### config.mk
export PLATFORM = sky130hd
export DESIGN_NAME = counter_sequencer
export DESIGN_NICKNAME = d
export VERILOG_FILES = /design/src/rtl/counter_sequencer.sv
export SDC_FILE = /design/constraint.sdc
export NUM_CORES = 1
export LEC_CHECK = 0
export CORE_MARGIN = 3
export CORE_UTILIZATION = 49
export CTS_CLUSTER_SIZE = 25
export DETAILED_ROUTE_END_ITERATION = 7
export HOLD_SLACK_MARGIN = 0.08
export PLACE_DENSITY = 0.8
export SLEW_MARGIN = 20
export SYNTH_ARGS = -nofsm -noshare
export SYNTH_HDL_FRONTEND = slang
export SYNTH_SLANG_ARGS = --single-unit
### constraint.sdc
create_clock -name clk -period 1.94 [get_ports clk]
set_input_delay 0.388 -clock clk [delete_from_list [all_inputs] [get_ports clk]]
set_output_delay 0.388 -clock clk [all_outputs]
set_load 0.02 [all_outputs]
### src/rtl/counter_sequencer.sv
// Sequencer for a chain of 4-bit counters: shared tick prescaler, go/pause
// handshakes to the active counter, done chaining and display mux.
module counter_sequencer #(
    parameter int unsigned N_CNT   = 2,
    parameter int unsigned DIV_W   = 24,
    parameter int unsigned DIV_MAX = 5999999,
    parameter int unsigned LOOP    = 0
) (
    input  logic               clk,
    input  logic               rst,
    input  logic               start_btn,
    input  logic               pause_btn,
    input  logic [N_CNT-1:0]   cnt_done,
    input  logic [4*N_CNT-1:0] cnt_out,
    output logic               tick,
    output logic [N_CNT-1:0]   go,
    output logic [N_CNT-1:0]   pause,
    output logic [2:0]         active_idx,
    output logic [3:0]         disp,
    output logic               running,
    output logic               paused,
    output logic               seq_done,
    output logic [7:0]         laps
);

    localparam int unsigned IDX_W  = 3;
    localparam int unsigned LAPS_W = 8;

    typedef enum logic [1:0] {
        S_IDLE   = 2'd0,
        S_RUN    = 2'd1,
        S_PAUSED = 2'd2
    } state_e;

    state_e              state_q, state_d;
    logic [DIV_W-1:0]    div_q, div_d;
    logic                tick_q, tick_d;
    logic                start_prev_q, start_prev_d;
    logic                pause_prev_q, pause_prev_d;
    logic                done_prev_q, done_prev_d;
    logic [IDX_W-1:0]    idx_q, idx_d;
    logic [N_CNT-1:0]    go_q, go_d;
    logic [N_CNT-1:0]    pause_vec_q, pause_vec_d;
    logic                seq_done_q, seq_done_d;
    logic [LAPS_W-1:0]   laps_q, laps_d;
    logic                running_q, running_d;
    logic                paused_q, paused_d;

    logic                done_sel_c;
    logic                done_next_c;
    logic                start_rise_c;
    logic                pause_rise_c;
    logic                done_rise_c;

    // Prescaler: free-running; tick registered so it is high while count == DIV_MAX
    always_comb begin
        div_d  = (div_q == DIV_W'(DIV_MAX)) ? '0 : div_q + DIV_W'(1);
        tick_d = (div_d == DIV_W'(DIV_MAX));
    end

    // Done bit of the currently active counter
    always_comb begin
        done_sel_c = 1'b0;
        for (int unsigned i = 0; i < N_CNT; i++) begin
            if (idx_q == IDX_W'(i)) begin
                done_sel_c = cnt_done[i];
            end
        end
    end

    // Done bit of the counter that will be active next cycle; preloads the
    // edge register on a switch so a stale high done cannot fire
    always_comb begin
        done_next_c = 1'b0;
        for (int unsigned i = 0; i < N_CNT; i++) begin
            if (idx_d == IDX_W'(i)) begin
                done_next_c = cnt_done[i];
            end
        end
    end

    assign start_rise_c = start_btn & ~start_prev_q;
    assign pause_rise_c = pause_btn & ~pause_prev_q;
    assign done_rise_c  = done_sel_c & ~done_prev_q;

    always_comb begin
        start_prev_d = start_btn;
        pause_prev_d = pause_btn;
        done_prev_d  = done_next_c;
    end

    // Next-state and pulse generation
    always_comb begin
        state_d     = state_q;
        idx_d       = idx_q;
        go_d        = '0;
        pause_vec_d = '0;
        seq_done_d  = 1'b0;
        laps_d      = laps_q;

        case (state_q)
            S_IDLE: begin
                if (start_rise_c) begin
                    idx_d   = '0;
                    go_d    = N_CNT'(1);
                    state_d = S_RUN;
                end
            end
            S_RUN: begin
                // A done rise takes priority; a coincident pause press is dropped
                if (done_rise_c) begin
                    if (idx_q == IDX_W'(N_CNT - 1)) begin
                        if (LOOP != 0) begin
                            idx_d  = '0;
                            go_d   = N_CNT'(1);
                            laps_d = laps_q + LAPS_W'(1);
                        end else begin
                            seq_done_d = 1'b1;
                            state_d    = S_IDLE;
                        end
                    end else begin
                        idx_d = idx_q + IDX_W'(1);
                        go_d  = N_CNT'(1) << idx_d;
                    end
                end else if (pause_rise_c) begin
                    pause_vec_d = N_CNT'(1) << idx_q;
                    state_d     = S_PAUSED;
                end
            end
            S_PAUSED: begin
                if (pause_rise_c) begin
                    pause_vec_d = N_CNT'(1) << idx_q;
                    state_d     = S_RUN;
                end
            end
            default: begin
                state_d = S_IDLE;
            end
        endcase

        running_d = (state_d == S_RUN) || (state_d == S_PAUSED);
        paused_d  = (state_d == S_PAUSED);
    end

    always_ff @(posedge clk or posedge rst) begin
        if (rst) begin
            state_q      <= S_IDLE;
            div_q        <= '0;
            tick_q       <= 1'b0;
            start_prev_q <= 1'b0;
            pause_prev_q <= 1'b0;
            done_prev_q  <= 1'b0;
            idx_q        <= '0;
            go_q         <= '0;
            pause_vec_q  <= '0;
            seq_done_q   <= 1'b0;
            laps_q       <= '0;
            running_q    <= 1'b0;
            paused_q     <= 1'b0;
        end else begin
            state_q      <= state_d;
            div_q        <= div_d;
            tick_q       <= tick_d;
            start_prev_q <= start_prev_d;
            pause_prev_q <= pause_prev_d;
            done_prev_q  <= done_prev_d;
            idx_q        <= idx_d;
            go_q         <= go_d;
            pause_vec_q  <= pause_vec_d;
            seq_done_q   <= seq_done_d;
            laps_q       <= laps_d;
            running_q    <= running_d;
            paused_q     <= paused_d;
        end
    end

    // Display follows the active counter, including after completion
    always_comb begin
        disp = 4'h0;
        for (int unsigned i = 0; i < N_CNT; i++) begin
            if (idx_q == IDX_W'(i)) begin
                disp = cnt_out[4*i +: 4];
            end
        end
    end

    assign tick       = tick_q;
    assign go         = go_q;
    assign pause      = pause_vec_q;
    assign active_idx = idx_q;
    assign running    = running_q;
    assign paused     = paused_q;
    assign seq_done   = seq_done_q;
    assign laps       = laps_q;

endmodule

==> flow_summary.yaml, run 1 <==
timing:
  maxSlewViolCount: 0
  setup_violations: 1
  rsz0062_at_grt: "yes"
  fin_skew_ns: 0.0108
  setup_slack_ns: -0.0235
  finalHoldViolCount: 0
  layout_min_cycle_time_ns: 1.96
  max_freq_mhz: 509
  fin_crit_sh: 1.01
worst_hold_path:
  hold_class: "flip-flop to flip-flop"
  hold_depth: 1
critical_path:
  worst-path-buf-inv: 3
  regToRegSetupSlack_ns: 0.02
  crit_start: "active_idx[0]"
  crit_end: "disp[0]"
  worstSetupEndpointType: "output port"
  worstSetupPathType: "flip-flop to output port"
  cp.required_ns: 1.55
  critPathArrivalTime_ns: 1.58
  worstReg2RegEnd: "div_q[17]"
  cp.depth: 8
  reg2reg_depth: 8
  r2r_start: "div_q[1]"
  cp_slowest_cell: "dfrtp_2"
  cp_cell_sequence: "inv_2, ha_4, buf_6, nand2_2, nor2_2, a21oi_2, nor2_1, buf_4"
  cp-start-kind: "flip-flop"
  critPathMaxStageDelay_ns: 0.45
  critPathTopFamily: "flip-flops"
  cp_max_fo: 3
placement:
  dp_hpwl_um: 4370
  place.gp.congestion: 0.959
  pre_cts_slack_ns: -0.267
  io_buffers: 28
grt:
  grt_pass1_wl_um: 10300
  busiest_layer: "met2"
  grt_util_met2: 0.402
  grt_use_met1: 0.313
  met3_usage: 0.0554
  grt.total_usage: 0.241
  grt_max_degree: 41
  grt_pass1_vias: 2141
  antenna_found_initial: 0
  grt-ovfl-total: 0
power:
  p_total_w: 0.00317
  p_leak_nw: 1.51
  powerDensity_mw_per_mm2: 940
  ir_drop_v: 0.000754
synth:
  async_reset_ff_frac: 1.00
  netlist_area_mm2: 0.00238
  ys_ff_latch: 40
  synth_seq_area_share: 0.421
  synth.avg_cell_area_um2: 9.14
  synth_fa_ha_area_frac: 0.0474
  synth_simple_gate_area_frac: 0.276
  ys.flop_type: "dfrtp_1"
  syn_inst: 260
  yosys.cell_types.count: 48
  synth_top_family_by_area: "simple AND/OR/NAND/NOR gates"
  synth_xor_area_frac: 0.0811
  synth_edf_count: 0
  synthMuxAreaShare: 0.0169
  ys.warnings.count: 0
  synth-compound-area-share: 0.0906
layout:
  nets: 371
  syn_to_final_growth_pct: 41.7
  drive_gt1_frac: 0.318
  diodes: 0
die:
  die-area_mm2: 0.00572
  coreArea_mm2: 0.00450
  initial_core_util: 0.528
  rows: 24
  pin_count: 37
  dieWidth_um: 75.6
  die_h_um: 75.6
clocking:
  clock_sinks: 40
  clkTransAtPathRegs_ns: 0.08
  cts-htree-levels: 2
  cts_tree: "yes"
  clk_latency_ns: 0.30
  clk_path_buf_depth: 2
  numCtsBuffers: 5
  root_buffer: "clkbuf_8"
  cts_hold_buf: 0
routing:
  drc: 0
  vias: 2250
  routed_via_density: 5.61
  drt-total-wl_um: 6780
  ant_nets: 0
  wl_per_cell_um: 16.9
  dr.pass1.iters: 4
  drtIter0Drc: 199
outcome:
  violations: "negative setup slack"
  status: "finished, violations left"
flow_run:
  maxCapViolCount: 0
==> layout make-up <==
cell class	count	area, um^2
clock buffers	5	68.8
flip-flops and latches	40	1010
fillers	278	1140
repair buffers	92	751
clock inverters	3	46.3
well taps	52	65.1
inverters	13	51.3
multi-input cells	196	1380
==> power by group <==
group | leakage [nW] | total, W | internal [W] | switching [W]
Clock | 0.0548 | 0.000710 | 0.000388 | 0.000322
Combinational | 0.934 | 0.00148 | 0.000710 | 0.000774
Sequential | 0.525 | 0.000972 | 0.000918 | 0.0000539
==> routing by layer <==
layer	part of all wire	wire length, um
met1	0.41	2800
met2	0.51	3440
met3	0.062	420
met4	0.017	114
met5	0	0
==> synth_stat cells, types with 2 or more instances <==
library cell,instances,area share
clkbuf_1,8,0.013
and4_1,2,0.0074
and4b_1,2,0.0084
a211oi_1,2,0.0063
or3_1,4,0.011
ha_1,9,0.047
nor3_1,9,0.019
mux2i_1,4,0.017
and3_1,2,0.0053
nor4_1,7,0.018
and2_1,3,0.0079
buf_4,8,0.025
nor2_1,29,0.046
inv_1,13,0.021
nor2b_1,3,0.0079
xnor2_1,13,0.048
nand2b_1,6,0.016
xor2_1,9,0.033
dfrtp_1,40,0.42
nand3_1,11,0.023
nand2_1,23,0.036
nand4_1,6,0.016
o21ai_0,7,0.015
a21oi_1,16,0.034
==> layout by cell type (no fill, tap or decap), types with 7 or more instances in the layout <==
cell type and instances:
nor3_1 7, a21oi_1 11, inv_1 9, xnor2_1 13, nand3_1 10, nand2_1 22
dfrtp_1 35, xor2_1 9, nor2_1 27, buf_4 66, conb_1 8, clkdlybuf4s50_1 23
==> what timing repair did <==
item	in CTS	in global routing
gates resized for setup	24	23
endpoints found under the setup margin	6	20
pin swaps	4	14
hold endpoints to repair	0	0
setup buffers	7	10
==> worst min path at each step <==
stage                    from           end  slack [ns]
floorplan           pause_btn  pause_prev_q        0.42
global placement     div_q[6]      div_q[6]        0.48
detailed placement   div_q[6]      div_q[6]        0.49
CTS                  div_q[6]      div_q[6]        0.50
global route         div_q[6]      div_q[6]        0.54
finish               div_q[6]      div_q[6]        0.49
==> cells by family after synthesis <==
family | count (synthesis)
XOR/XNOR | 22
multiplexers | 4
buffers and inverters | 31
adder cells (fa/ha/maj) | 9
other | 1
AO/OA/AOI/OAI | 35
AND/OR/NAND/NOR | 118
flip-flops | 40
==> through the flow <==
step | hold slack [ns] | instances | TNS (ns) | cell area (um^2) | util
after CTS | 0.499 | 391 | -0.0400 | 3220 | 0.714
final | 0.493 | 401 | -0.0235 | 3370 | 0.748
after floorplan | 0.419 | 267 | -0.00565 | 2450 | -
after detailed placement | 0.485 | 376 | -1.11 | 3050 | 0.676
after global routing | 0.536 | 401 | -0.500 | 3370 | 0.748
after global placement | 0.482 | 376 | -0.779 | 3050 | 0.676
==> flip-flops by register name, summed over array words and instances (netlist names) <==
register / cells
active_idx: 3
div_q: 24
done_prev_q: 1
go: 2
pause: 2
pause_prev_q: 1
paused: 1
running: 1
seq_done: 1
start_prev_q: 1
state_q: 2
tick: 1
No activity file was read; power rests on OpenSTA's default activity.
==> run 2, diff against run 1 <==
--- a/config.mk
+++ b/config.mk
@@ -7,6 +7,7 @@
 export LEC_CHECK = 0
 export CORE_MARGIN = 3
 export CORE_UTILIZATION = 49
+export CTS_CLUSTER_DIAMETER = 50
 export CTS_CLUSTER_SIZE = 25
 export DETAILED_ROUTE_END_ITERATION = 7
 export HOLD_SLACK_MARGIN = 0.08
==> results of run 2 <==
Final layout, timing and power as in run 1 (identical DEF).
==> run 3, diff against run 2 <==
--- a/config.mk
+++ b/config.mk
@@ -6,12 +6,13 @@
 export NUM_CORES = 1
 export LEC_CHECK = 0
 export CORE_MARGIN = 3
-export CORE_UTILIZATION = 49
+export CORE_UTILIZATION = 51
 export CTS_CLUSTER_DIAMETER = 50
 export CTS_CLUSTER_SIZE = 25
 export DETAILED_ROUTE_END_ITERATION = 7
 export HOLD_SLACK_MARGIN = 0.08
-export PLACE_DENSITY = 0.8
+export PLACE_DENSITY = 0.79
+export RECOVER_POWER = 50
 export SLEW_MARGIN = 20
 export SYNTH_ARGS = -nofsm -noshare
 export SYNTH_HDL_FRONTEND = slang
==> constraint.sdc (replaced) <==
create_clock -name clk -period 2.1 [get_ports clk]
set_input_delay 0.42 -clock clk [delete_from_list [all_inputs] [get_ports clk]]
set_output_delay 0.42 -clock clk [all_outputs]
set_load 0.02 [all_outputs]
==> run 3 against run 2 <==
  * Worst setup slack better by 0.067 ns
  * Core utilization down 6.0 points
  * Total power down 20%
  * The flow now finishes without violations
  * Clock power is 21% lower
  * Die area decreased by 3.6%
  * Cell area decreased by 9.8%
  * Largest power group unchanged
  * Cell count decreased by 7.0%
  * Wire length fell by 19%
  * Flip-flop and latch count unchanged
  * Global-route usage is 2.7 points lower
==> flow_summary.yaml, run 3 (synthesis gave the netlist of run 1 again) <==
grt:
  grt_pass1_vias: 1938
  grt_max_degree: 31
  antenna_found_initial: 0
  grt-ovfl-total: 0
  grt_pass1_wl_um: 9070
  grt.total_usage: 0.214
die:
  die-area_mm2: 0.00551
  coreArea_mm2: 0.00441
  initial_core_util: 0.538
  pin_count: 37
  dieWidth_um: 74.3
  rows: 24
  die_h_um: 74.3
clocking:
  cts-htree-levels: 2
  clock_sinks: 40
  clk_latency_ns: 0.30
  cts_hold_buf: 0
  root_buffer: "clkbuf_8"
  cts_tree: "yes"
  clkTransAtPathRegs_ns: 0.08
  clk_path_buf_depth: 2
  numCtsBuffers: 5
layout:
  syn_to_final_growth_pct: 27.8
  drive_gt1_frac: 0.190
  largest_reg_flops: 24
  post-route-cell-area_mm2: 0.00304
  fillers: 356
  diodes: 0
  layout_common_cells: "dfrtp_1, buf_4, nor2_1"
  top_register: "div_q"
  final_common_cell: "dfrtp_1"
  layout.cells.non_filler: 373
  nets: 343
flow_run:
  maxCapViolCount: 0
timing:
  fin_skew_ns: 0.0125
  setup_tns_ns: 0
  max_freq_mhz: 486
  whs_ns: 0.502
  layout_min_cycle_time_ns: 2.06
  rsz0062_at_grt: "yes"
  maxSlewViolCount: 0
  fin_crit_sh: 0.979
  finalHoldViolCount: 0
  slew_headroom: 0.502
  setup_violations: 0
  tightest_slew_ns: 0.747
power:
  p_total_w: 0.00253
  ir_drop_v: 0.000643
  seqPwrFrac: 0.355
  p_int_w: 0.00163
  p_sw_frac: 0.355
  pwr-share-comb: 0.422
  p_switching_w: 0.000897
  powerDensity_mw_per_mm2: 834
  p_leak_nw: 1.35
  clkPwrFrac: 0.223
worst_hold_path:
  hold_depth: 1
  hold_class: "flip-flop to flip-flop"
  worstHoldStart: "div_q[6]"
  holdPathEnd: "div_q[6]"
critical_path:
  cp_max_fo: 10
  worstSetupPathType: "flip-flop to output port"
  reg2reg_depth: 6
  critPathArrivalTime_ns: 1.64
  regToRegSetupSlack_ns: 0.06
  worstReg2RegEnd: "tick"
  worstSetupEndpointType: "output port"
  cp.required_ns: 1.68
  r2r_start: "div_q[2]"
  cp-start-kind: "flip-flop"
routing:
  routed_via_density: 5.51
  drtIter0Drc: 140
  vias: 2056
  ant_nets: 0
  drc: 0
  wl_per_cell_um: 14.7
  dr.pass1.iters: 4
  drt-total-wl_um: 5480
placement:
  io_buffers: 28
  place.gp.congestion: 0.933
  dp_hpwl_um: 4120
  placement.cell_area_mm2: 0.00293
  dpl.cell_count: 364
outcome:
  status: "completed"
==> run 3: cell count changes in the layout (fill, tap and decap cells not counted), sizes merged, moves of 2 or more <==
cell           before  now
clkdlybuf4s15       0    3
buf                68   35
clkbuf              5   10
clkdlybuf4s50      23   21
dlygate4sd3         0    3
==> run 3: layout make-up <==
class / instances / area (um^2) / share of cell area
clock buffers: 8 / 100 / 0.0330
inverters: 13 / 48.8 / 0.0161
multi-input cells: 196 / 1270 / 0.419
flip-flops and latches: 40 / 1000 / 0.331
well taps: 52 / 65.1 / 0.0214
repair buffers: 64 / 547 / 0.180
==> run 3: critical path: stages, from the launching register on <==
cell and delay (ns):
dfrtp_2 0.42, inv_2 0.08, ha_2 0.19, buf_4 0.16
nor2_1 0.05, a21oi_1 0.12, nor2_1 0.06, clkdlybuf4s15_2 0.25
==> run 3: worst max path at each step <==
stage,slack [ns],startpoint,endpoint
2_1_floorplan,0.02,active_idx[0],running
3_3_place_gp,-0.10,cnt_done[0],running
3_5_place_dp,-0.20,cnt_done[0],running
4_1_cts,0.002,active_idx[1],disp[0]
5_1_grt,-0.04,active_idx[0],running
6_report,0.04,active_idx[1],disp[0]
==> run 3: layer usage <==
metal  track usage  wire, um
met1         0.280      2430
met2         0.353      2760
met3        0.0405       225
met4        0.0791        76
met5             0         0
==> run 3: power by group through the flow <==
stage	combinational, W	clock (W)	sequential [W]
floorplan	0.000547	0	0.000966
global placement	0.00100	0	0.000905
detailed placement	0.00104	0	0.000907
CTS	0.00106	0.000578	0.000897
global route	0.00117	0.000612	0.000908
finish	0.00107	0.000564	0.000899
==> run 3: per-stage QoR <==
stage               worst slack, ns  utilization
CTS                         0.00166        0.690
detailed placement           -0.201        0.663
global route                -0.0397        0.688
global placement             -0.102        0.663
floorplan                    0.0220            -
finish                       0.0438        0.688
==> run 3: what timing repair did <==
action | CTS | global route
setup endpoints to repair | 6 | 6
gates resized for setup | 16 | 4
setup buffers | 0 | 1
pin swaps | 0 | 1
